===== config.mk =====
export PLATFORM = sky130hd
export DESIGN_NAME = axi_lite_reg_slave
export DESIGN_NICKNAME = d
export VERILOG_FILES = /design/src/rtl/axi_lite_pkg.sv /design/src/rtl/axi_lite_reg_bank.sv /design/src/rtl/axi_lite_reg_slave.sv
export SDC_FILE = /design/constraint.sdc
export NUM_CORES = 1
export LEC_CHECK = 0
export ABC_AREA = 0
export ABC_CLOCK_PERIOD_IN_PS = 4890
export CAP_MARGIN = 20
export CORE_AREA = 2 2 266 268
export CTS_BUF_LIST = sky130_fd_sc_hd__clkbuf_8
export DETAILED_ROUTE_END_ITERATION = 16
export DIE_AREA = 0 0 268 270
export PLACE_DENSITY_LB_ADDON = 0.3
export RECOVER_POWER = 25
export SYNTH_ARGS = -nofsm -noshare
export SYNTH_HDL_FRONTEND = slang
export SYNTH_SLANG_ARGS = --single-unit

===== constraint.sdc =====
create_clock -name clk -period 4.89 [get_ports clk]
set_clock_uncertainty 0.05 [all_clocks]
set_input_delay 0.7335 -clock clk [delete_from_list [all_inputs] [get_ports clk]]
set_output_delay 0.7335 -clock clk [all_outputs]
set_load 0.02 [all_outputs]

===== src/rtl/axi_lite_pkg.sv =====
// rtl/axi_lite_pkg.sv - shared types and helpers for the AXI-Lite register slave
package axi_lite_pkg;

  typedef enum logic [1:0] {
    OKAY   = 2'b00,
    SLVERR = 2'b10
  } resp_e;

  typedef enum logic {
    W_COLLECT = 1'b0,
    W_RESP    = 1'b1
  } wr_state_e;

  typedef enum logic {
    R_IDLE = 1'b0,
    R_RESP = 1'b1
  } rd_state_e;

  function automatic int strb_width(input int data_width);
    return data_width / 8;
  endfunction

endpackage


===== src/rtl/axi_lite_reg_bank.sv =====
// rtl/axi_lite_reg_bank.sv - register storage with byte-strobe merge, read-only masking and write pulses
module axi_lite_reg_bank
  import axi_lite_pkg::*;
#(
  parameter int                    DATA_WIDTH = 32,
  parameter int                    NUM_REGS   = 16,
  parameter logic [NUM_REGS-1:0]   RO_MASK    = '0,
  parameter logic [DATA_WIDTH-1:0] RESET_VAL  = '0
) (
  input  logic                           clk,
  input  logic                           rst_n,
  input  logic                           wr_req_i,
  input  logic [7:0]                     wr_idx_i,
  input  logic [DATA_WIDTH-1:0]          wr_data_i,
  input  logic [DATA_WIDTH/8-1:0]        wr_strb_i,
  output logic                           wr_ro_o,
  output logic [NUM_REGS*DATA_WIDTH-1:0] regs_o,
  output logic [NUM_REGS-1:0]            wr_pulse_o
);

  localparam int STRB_W = strb_width(DATA_WIDTH);

  logic [DATA_WIDTH-1:0] regs_q [NUM_REGS];
  logic [DATA_WIDTH-1:0] regs_d [NUM_REGS];
  logic [NUM_REGS-1:0]   pulse_q, pulse_d;
  logic                  hit_ro;

  always_comb begin
    hit_ro = 1'b0;
    for (int i = 0; i < NUM_REGS; i++) begin
      if (wr_idx_i == 8'(i)) hit_ro = RO_MASK[i];
    end
  end

  assign wr_ro_o = hit_ro;

  // A write with no strobes still counts as a write and pulses.
  always_comb begin
    pulse_d = '0;
    for (int i = 0; i < NUM_REGS; i++) begin
      regs_d[i] = regs_q[i];
      if (wr_req_i && !RO_MASK[i] && (wr_idx_i == 8'(i))) begin
        pulse_d[i] = 1'b1;
        for (int b = 0; b < STRB_W; b++) begin
          if (wr_strb_i[b]) regs_d[i][b*8 +: 8] = wr_data_i[b*8 +: 8];
        end
      end
    end
  end

  always_ff @(posedge clk or negedge rst_n) begin
    if (!rst_n) begin
      for (int i = 0; i < NUM_REGS; i++) regs_q[i] <= RESET_VAL;
      pulse_q <= '0;
    end else begin
      for (int i = 0; i < NUM_REGS; i++) regs_q[i] <= regs_d[i];
      pulse_q <= pulse_d;
    end
  end

  for (genvar g = 0; g < NUM_REGS; g++) begin : g_flat
    assign regs_o[g*DATA_WIDTH +: DATA_WIDTH] = regs_q[g];
  end

  assign wr_pulse_o = pulse_q;

endmodule


===== src/rtl/axi_lite_reg_slave.sv =====
// rtl/axi_lite_reg_slave.sv - AXI-Lite slave terminating the bus into a bank of memory-mapped registers
module axi_lite_reg_slave
  import axi_lite_pkg::*;
#(
  parameter int                    ADDR_WIDTH = 32,
  parameter int                    DATA_WIDTH = 32,
  parameter int                    ID_WIDTH   = 4,
  parameter int                    NUM_REGS   = 16,
  parameter logic [NUM_REGS-1:0]   RO_MASK    = '0,
  parameter logic [DATA_WIDTH-1:0] RESET_VAL  = '0
) (
  input  logic                           clk,
  input  logic                           rst,
  input  logic [ADDR_WIDTH-1:0]          araddr,
  input  logic [ID_WIDTH-1:0]            arid,
  input  logic                           arvalid,
  output logic                           arready,
  input  logic [ADDR_WIDTH-1:0]          awaddr,
  input  logic [ID_WIDTH-1:0]            awid,
  input  logic                           awvalid,
  output logic                           awready,
  input  logic [DATA_WIDTH-1:0]          wdata,
  input  logic [DATA_WIDTH/8-1:0]        wstrb,
  input  logic                           wvalid,
  output logic                           wready,
  output logic [DATA_WIDTH-1:0]          rdata,
  output logic [ID_WIDTH-1:0]            rid,
  output logic [1:0]                     rresp,
  output logic                           rvalid,
  input  logic                           rready,
  output logic [ID_WIDTH-1:0]            bid,
  output logic [1:0]                     bresp,
  output logic                           bvalid,
  input  logic                           bready,
  output logic [NUM_REGS*DATA_WIDTH-1:0] regs_o,
  output logic [NUM_REGS-1:0]            wr_pulse_o
);

  localparam int ADDR_LSB = $clog2(DATA_WIDTH / 8);

  // Address decode: bits above the 8-bit index field or an index past the bank are errors.
  logic [7:0] ar_idx, aw_idx;
  logic       ar_err, aw_err;
  logic       unused_addr_bits;

  assign ar_idx = araddr[ADDR_LSB +: 8];
  assign aw_idx = awaddr[ADDR_LSB +: 8];
  assign ar_err = ((araddr >> (ADDR_LSB + 8)) != '0) || ({1'b0, ar_idx} >= 9'(NUM_REGS));
  assign aw_err = ((awaddr >> (ADDR_LSB + 8)) != '0) || ({1'b0, aw_idx} >= 9'(NUM_REGS));
  assign unused_addr_bits = ^{araddr[ADDR_LSB-1:0], awaddr[ADDR_LSB-1:0]};

  wr_state_e               wr_state_q, wr_state_d;
  logic                    aw_held_q, aw_held_d;
  logic [7:0]              aw_idx_q, aw_idx_d;
  logic                    aw_err_q, aw_err_d;
  logic [ID_WIDTH-1:0]     awid_q, awid_d;
  logic                    w_held_q, w_held_d;
  logic [DATA_WIDTH-1:0]   wdata_q, wdata_d;
  logic [DATA_WIDTH/8-1:0] wstrb_q, wstrb_d;
  logic [ID_WIDTH-1:0]     bid_q, bid_d;
  resp_e                   bresp_q, bresp_d;
  logic                    commit, wr_ro;

  rd_state_e               rd_state_q, rd_state_d;
  logic [DATA_WIDTH-1:0]   rdata_q, rdata_d;
  logic [ID_WIDTH-1:0]     rid_q, rid_d;
  resp_e                   rresp_q, rresp_d;
  logic [DATA_WIDTH-1:0]   rd_word;

  assign commit = aw_held_q && w_held_q && (wr_state_q == W_COLLECT);

  axi_lite_reg_bank #(
    .DATA_WIDTH (DATA_WIDTH),
    .NUM_REGS   (NUM_REGS),
    .RO_MASK    (RO_MASK),
    .RESET_VAL  (RESET_VAL)
  ) u_bank (
    .clk        (clk),
    .rst_n      (rst),
    .wr_req_i   (commit && !aw_err_q),
    .wr_idx_i   (aw_idx_q),
    .wr_data_i  (wdata_q),
    .wr_strb_i  (wstrb_q),
    .wr_ro_o    (wr_ro),
    .regs_o     (regs_o),
    .wr_pulse_o (wr_pulse_o)
  );

  always_comb begin
    aw_held_d  = aw_held_q;
    aw_idx_d   = aw_idx_q;
    aw_err_d   = aw_err_q;
    awid_d     = awid_q;
    w_held_d   = w_held_q;
    wdata_d    = wdata_q;
    wstrb_d    = wstrb_q;
    bid_d      = bid_q;
    bresp_d    = bresp_q;
    wr_state_d = wr_state_q;
    awready    = !aw_held_q;
    wready     = !w_held_q;
    bvalid     = (wr_state_q == W_RESP);

    if (awvalid && !aw_held_q) begin
      aw_held_d = 1'b1;
      aw_idx_d  = aw_idx;
      aw_err_d  = aw_err;
      awid_d    = awid;
    end
    if (wvalid && !w_held_q) begin
      w_held_d = 1'b1;
      wdata_d  = wdata;
      wstrb_d  = wstrb;
    end

    case (wr_state_q)
      W_COLLECT: begin
        if (commit) begin
          aw_held_d  = 1'b0;
          w_held_d   = 1'b0;
          bid_d      = awid_q;
          bresp_d    = (aw_err_q || wr_ro) ? SLVERR : OKAY;
          wr_state_d = W_RESP;
        end
      end
      W_RESP: begin
        if (bready) wr_state_d = W_COLLECT;
      end
      default: wr_state_d = W_COLLECT;
    endcase
  end

  always_comb begin
    rd_word = '0;
    for (int i = 0; i < NUM_REGS; i++) begin
      if (ar_idx == 8'(i)) rd_word = regs_o[i*DATA_WIDTH +: DATA_WIDTH];
    end
  end

  // The read samples the register output before any same-edge commit lands.
  always_comb begin
    rd_state_d = rd_state_q;
    rdata_d    = rdata_q;
    rid_d      = rid_q;
    rresp_d    = rresp_q;
    arready    = (rd_state_q == R_IDLE);
    rvalid     = (rd_state_q == R_RESP);

    case (rd_state_q)
      R_IDLE: begin
        if (arvalid) begin
          rid_d      = arid;
          rdata_d    = ar_err ? '0 : rd_word;
          rresp_d    = ar_err ? SLVERR : OKAY;
          rd_state_d = R_RESP;
        end
      end
      R_RESP: begin
        if (rready) rd_state_d = R_IDLE;
      end
      default: rd_state_d = R_IDLE;
    endcase
  end

  always_ff @(posedge clk or negedge rst) begin
    if (!rst) begin
      wr_state_q <= W_COLLECT;
      aw_held_q  <= 1'b0;
      aw_idx_q   <= '0;
      aw_err_q   <= 1'b0;
      awid_q     <= '0;
      w_held_q   <= 1'b0;
      wdata_q    <= '0;
      wstrb_q    <= '0;
      bid_q      <= '0;
      bresp_q    <= OKAY;
      rd_state_q <= R_IDLE;
      rdata_q    <= '0;
      rid_q      <= '0;
      rresp_q    <= OKAY;
    end else begin
      wr_state_q <= wr_state_d;
      aw_held_q  <= aw_held_d;
      aw_idx_q   <= aw_idx_d;
      aw_err_q   <= aw_err_d;
      awid_q     <= awid_d;
      w_held_q   <= w_held_d;
      wdata_q    <= wdata_d;
      wstrb_q    <= wstrb_d;
      bid_q      <= bid_d;
      bresp_q    <= bresp_d;
      rd_state_q <= rd_state_d;
      rdata_q    <= rdata_d;
      rid_q      <= rid_d;
      rresp_q    <= rresp_d;
    end
  end

  assign bid   = bid_q;
  assign bresp = bresp_q;
  assign rdata = rdata_q;
  assign rid   = rid_q;
  assign rresp = rresp_q;

endmodule


Word level (Yosys, flattened, before mapping)

Index checks and enable logic that the tools add are counted.

Order comparisons: 2
Equality and inequality tests: 30
Multiplexer cells: 47
Bitwise gates (word level): 2
Reduce and logical (&&, ||, !) cells: 96

Operators by type and width:

| operator             | count |
|---|---|
| $mux W32             | 17 |
| $reduce_and A2 Y1    | 66 |
| $eq A8 B4 Y1 const B | 16 |
| $eq A8 B3 Y1 const B | 8 |
| $reduce_bool A32 Y1  | 2 |
| $eq A8 B2 Y1 const B | 4 |
| $mux W1              | 26 |
| $logic_and A1 B1 Y1  | 21 |
| $eq A8 B1 Y1 const B | 2 |
| $ge A8 B5 Y1 const B | 2 |
| $logic_not A8 Y1     | 2 |
| $mux W2              | 2 |
| $pmux W1 S2          | 2 |
| $logic_not A1 Y1     | 3 |
| $logic_or A1 B1 Y1   | 2 |
| $not A1 Y1           | 2 |

Register bits: 625
Input port bits: 115
Output and inout bits: 577
Word-level logic and storage cells: 256

Logic depth before layout (Yosys ltp)

Word-level depth: 18
Depth in mapped cells: 9
Depth with buffers taken out: 5

By module

A second synthesis with hierarchy kept.

Cell total of the unflattened synthesis: 2337
Area, all modules: 29009.1 µm²

Modules (own cells, without submodules):

| module             | instances | cells each | area an instance (µm²) | sequential area each (µm²) |
|---|---|---|---|---|
| axi_lite_reg_bank  | 1         | 1218       | 20161.8                | 13212.7 |
| axi_lite_reg_slave | 1         | 1119       | 8847.2                 | 2377.3 |

Worst setup path after synthesis

Ideal clock, no wire load.

Kind: input -> register
Start: input araddr[9]
End: register rdata_q[0] (netlist: rdata[0])
Library setup time: 0.125 ns
Data arrival time: 2.256 ns
Data required time: 4.715 ns
Slack: 2.459 ns
Stages on the path: 6
Path buffers: 1
Path through: or4_1 clkbuf_1 a2111oi_0 o32ai_1 a41oi_1 o21ai_1

Longest elaborated chain between the ends: 18
Elaborated cells on any way between the ends: 35
Classes of those cells: order compare: 1; eq/ne: 15; mux: 17; reduce/logical: 2

Ends and longest elaborated chain:

| item                   | line                      | source |
|---|---|---|
| from (decl)            | axi_lite_reg_slave.sv:14  | `input logic [ADDR_WIDTH-1:0] araddr,` |
| $logic_not A8 Y1       | axi_lite_reg_slave.sv:136 | `if (ar_idx == 8'(i)) rd_word = regs_o[i*DATA_WIDTH +: DATA_WIDTH];` |
| $mux W32 (16 in a row) | axi_lite_reg_slave.sv:136 |  |
| $mux W32 (*)           | axi_lite_reg_slave.sv:153 | `rdata_d = ar_err ? '0 : rd_word;` |
| to (signal assigned)   | axi_lite_reg_slave.sv:193 | `rdata_q <= rdata_d;` |
| to (decl)              | axi_lite_reg_slave.sv:65  | `logic [DATA_WIDTH-1:0] rdata_q, rdata_d;` |

Mark *: on every way between the ends. The rest lies on a longest branch, timed or not.
A chain may end at the register's enable or synchronous reset.

Worst setup path after layout

Start: input araddr[9]
End: register rdata_q[16] (netlist: rdata[16])

Same word-level chain as after synthesis.

==> flow_summary.toml <==
[status]
run_status = "finished, violations left"
violations = "capacitance limit, slew limit"

[placed_design]
gp_congestion = 0.897
place_hpwl_mm = 86.7
dp_cells = 3725
io_buffers = 685

[pwr]
power_density_mw_per_mm2 = 370
p_leak_uw = 0.0176
irDropWorstVdd_mv = 0.411

[floorplan]
ios = 692
dieArea_mm2 = 0.0724
die_y_um = 270
rows = 97
core_mm2 = 0.0695
die_w_um = 268
start_util_pct = 41.2

[critical_path]
path_cells = "clkdlybuf4s50_1 -> or4_1 -> nor2_1 -> a31oi_1 -> a41oi_1 -> o21ai_1"
cp_slowest_cell = "or4_1"
max_stage_delay_ps = 1050
r2r_cells = 5
crit_fanout = 12
critPathLaunchType = "input port"
worst_ep_arrival_time_ps = 3840
cp-end-kind = "register"
critPathKind = "in2reg"
cp.required_ps = 5440

[layout]
drive_gt1_share_pct = 29.6
register_area_mm2 = 0.0156
nets = 3006
area_delta_synth_final_pct = 34.9
fin_cells = 3911
nFillCells = 5849
multi_input_area_mm2 = 0.0124

[sta]
grt_setup_unrepaired = "false"
min_period_ps = 3300
hold_viol = 0
setup_viol = 0
maxClockFrequency_mhz = 303
worst_pin_slew_ps = 3340
period_share_pct = 67.4
setup_tns_ps = 0
drv_slew = 108
max_slew_margin_pct = -123

[route]
num_vias = 23400
routed_wl_mm = 125
drt_iter0_markers = 2484
firstDrtPassIters = 6
ant_nets = 0
avgViaCountPerCell = 5.97
drc_errors = 0
wl_per_cell_um = 31.8

[global_route]
grt-ovfl-total = 0
grt_max_degree = 121
antenna_found_initial = 3
first_global_vias = 23900
grt_pass1_wl_mm = 176
track_usage_pct = 34.0

[clocking]
cts-htree-levels = 3
cts_made_buffers = 104
cts_hold_buffers = 0
clkSlewWorstSetupHoldPaths_ps = 60
cts_tree = "done"
clock_latency_ps = 730
cts_resized = 0
root_buffer = "clkbuf_8"
numClockSinks = 623
clockBufferDepth = 3
cts_setup_buffers = 0

[min_path]
hold_path_depth = 1
hp-class = "reg2reg"

[yosys]
ys_types = 74
syn_inst = 2198
synth_edf_count = 0
yosys_warnings = 0
netlist_area_mm2 = 0.0286
synth_area_per_cell_um2 = 13.0
async_flop_share_pct = 100
ys_seq_elements = 623
seq_area_frac_synth_pct = 54.5
synth_ff_type = "dfrtp_1"

[job]
max_cap_viol_count = 1
==> path summary, 6_finish.rpt <==
check	startpoint	to	slack (ps)
hold / removal	bid[1]	bid[1]	450
setup / recovery	araddr[9]	rdata[16]	1590
min in group asynchronous	rst	u_bank.regs_o[423]	1050
max in group asynchronous	rst	u_bank.regs_o[265]	1680
hold reg to reg	bid[1]	bid[1]	450
setup reg to reg	w_held_q	u_bank.regs_o[296]	1620
==> placed cells by master (no fill, tap or decap), drive strengths merged, types with 9 or more instances in the layout <==
master / synthesis / routed
a2111oi: 19 / 19
a21oi: 50 / 50
a22oi: 44 / 44
a32oi: 12 / 12
buf: 61 / 58
clkbuf: 96 / 135
clkdlybuf4s50: 0 / 680
clkinv: 0 / 10
dfrtp: 623 / 623
inv: 17 / 57
mux2: 607 / 607
mux2i: 33 / 33
mux4: 23 / 23
nand2: 129 / 129
nand2b: 19 / 19
nand3: 21 / 21
nor2: 75 / 75
nor2b: 26 / 26
nor4: 13 / 13
o211ai: 23 / 23
o21a: 9 / 9
o21ai: 103 / 103
o21bai: 13 / 13
o221ai: 16 / 16
o22a: 12 / 12
o22ai: 20 / 20
o31ai: 15 / 15
==> where the power goes <==
part / switching (uW) / total (uW) / internal [uW] / leakage, uW
clock: 2230 / 4680 / 2450 / 0.00121
sequential: 1210 / 6900 / 5690 / 0.00855
combinational: 1360 / 2690 / 1330 / 0.00784
==> cells in the mapped netlist (all sizes together), types with 4 or more instances <==
master	count	share of area, %
o32ai	4	0.12
a32oi	12	0.37
o31ai	15	0.39
nand3	21	0.37
nor3	5	0.10
nand3b	6	0.16
o221ai	16	0.49
a32o	4	0.14
a2111o	4	0.16
a22oi	44	1.2
clkbuf	96	1.3
nand2b	19	0.42
mux2	607	24
dfrtp	623	54
a211oi	5	0.13
a2111oi	19	0.58
o31a	6	0.18
a221oi	6	0.18
inv	17	0.22
mux2i	33	1.2
nor2b	26	0.57
o21a	9	0.24
o21bai	13	0.34
o21ai	103	1.8
a21oi	50	0.87
a31oi	7	0.15
nor2	75	1.3
o211ai	23	0.60
a21o	4	0.10
and3b	7	0.21
o22a	12	0.37
nor4	13	0.34
and2	7	0.15
o22ai	20	0.44
mux4	23	1.8
o221a	5	0.20
buf	61	1.1
nand2	129	2.0
a221o	8	0.28
a41oi	8	0.24
==> worst max-delay path, delay by kind of cell <==
family / cells / cell delay, ps
simple gates: 2 / 2100
compound gates: 3 / 570
buf+inv: 1 / 430
==> metrics by stage <==
stage / setup WS (ps) / hold WS, ps / power (uW) / util [%] / cell area [um^2]
floorplan: 2460 / 388 / 7960 / - / 28600
global placement: 941 / 429 / 9550 / 52.5 / 36500
detailed placement: 897 / 439 / 9640 / 52.5 / 36500
CTS: 1610 / 63.1 / 14300 / 55.5 / 38600
global route: 1170 / 463 / 14800 / 55.5 / 38600
finish: 1590 / 452 / 14300 / 55.5 / 38600
==> registers in the layout, indices dropped and copies added (netlist names), 4 cells and up <==
register,cells
aw_idx_q,8
awid_q,4
bid,4
rdata,32
rid,4
u_bank.regs_o,512
u_bank.wr_pulse_o,16
wdata_q,32
wstrb_q,4
==> final cells by class <==
class / instances / area share, %
Clock buffer: 130 / 4.63
Clock inverter: 52 / 0.768
Timing Repair Buffer: 743 / 19.0
Multi-Input combinational cell: 1402 / 32.0
Inverter: 17 / 0.165
Tap cell: 940 / 3.05
Antenna cell: 4 / 0.0259
Sequential cell: 623 / 40.4
==> cell families (layout without fill, tap and decap cells) <==
kind of cell / count (synthesis) / after routing / share of synthesized area (%)
compound gates: 414 / 414 / 10.1
buf+inv: 174 / 942 / 2.60
flops: 623 / 623 / 54.5
mux: 663 / 663 / 26.8
other cells: 1 / 6 / 0.0131
simple gates: 323 / 323 / 5.98
==> layer usage <==
metal	wire, um	part of all wire [%]	GRT usage, %	up-vias
met5	0	0	0	-
met2	58800	47	54.3	1434
met3	12700	10	10.2	300
li1	-	-	-	9595
met4	5770	4.6	15.2	0
met1	47300	38	42.4	12000
No activity file was read; power rests on OpenSTA's default activity.
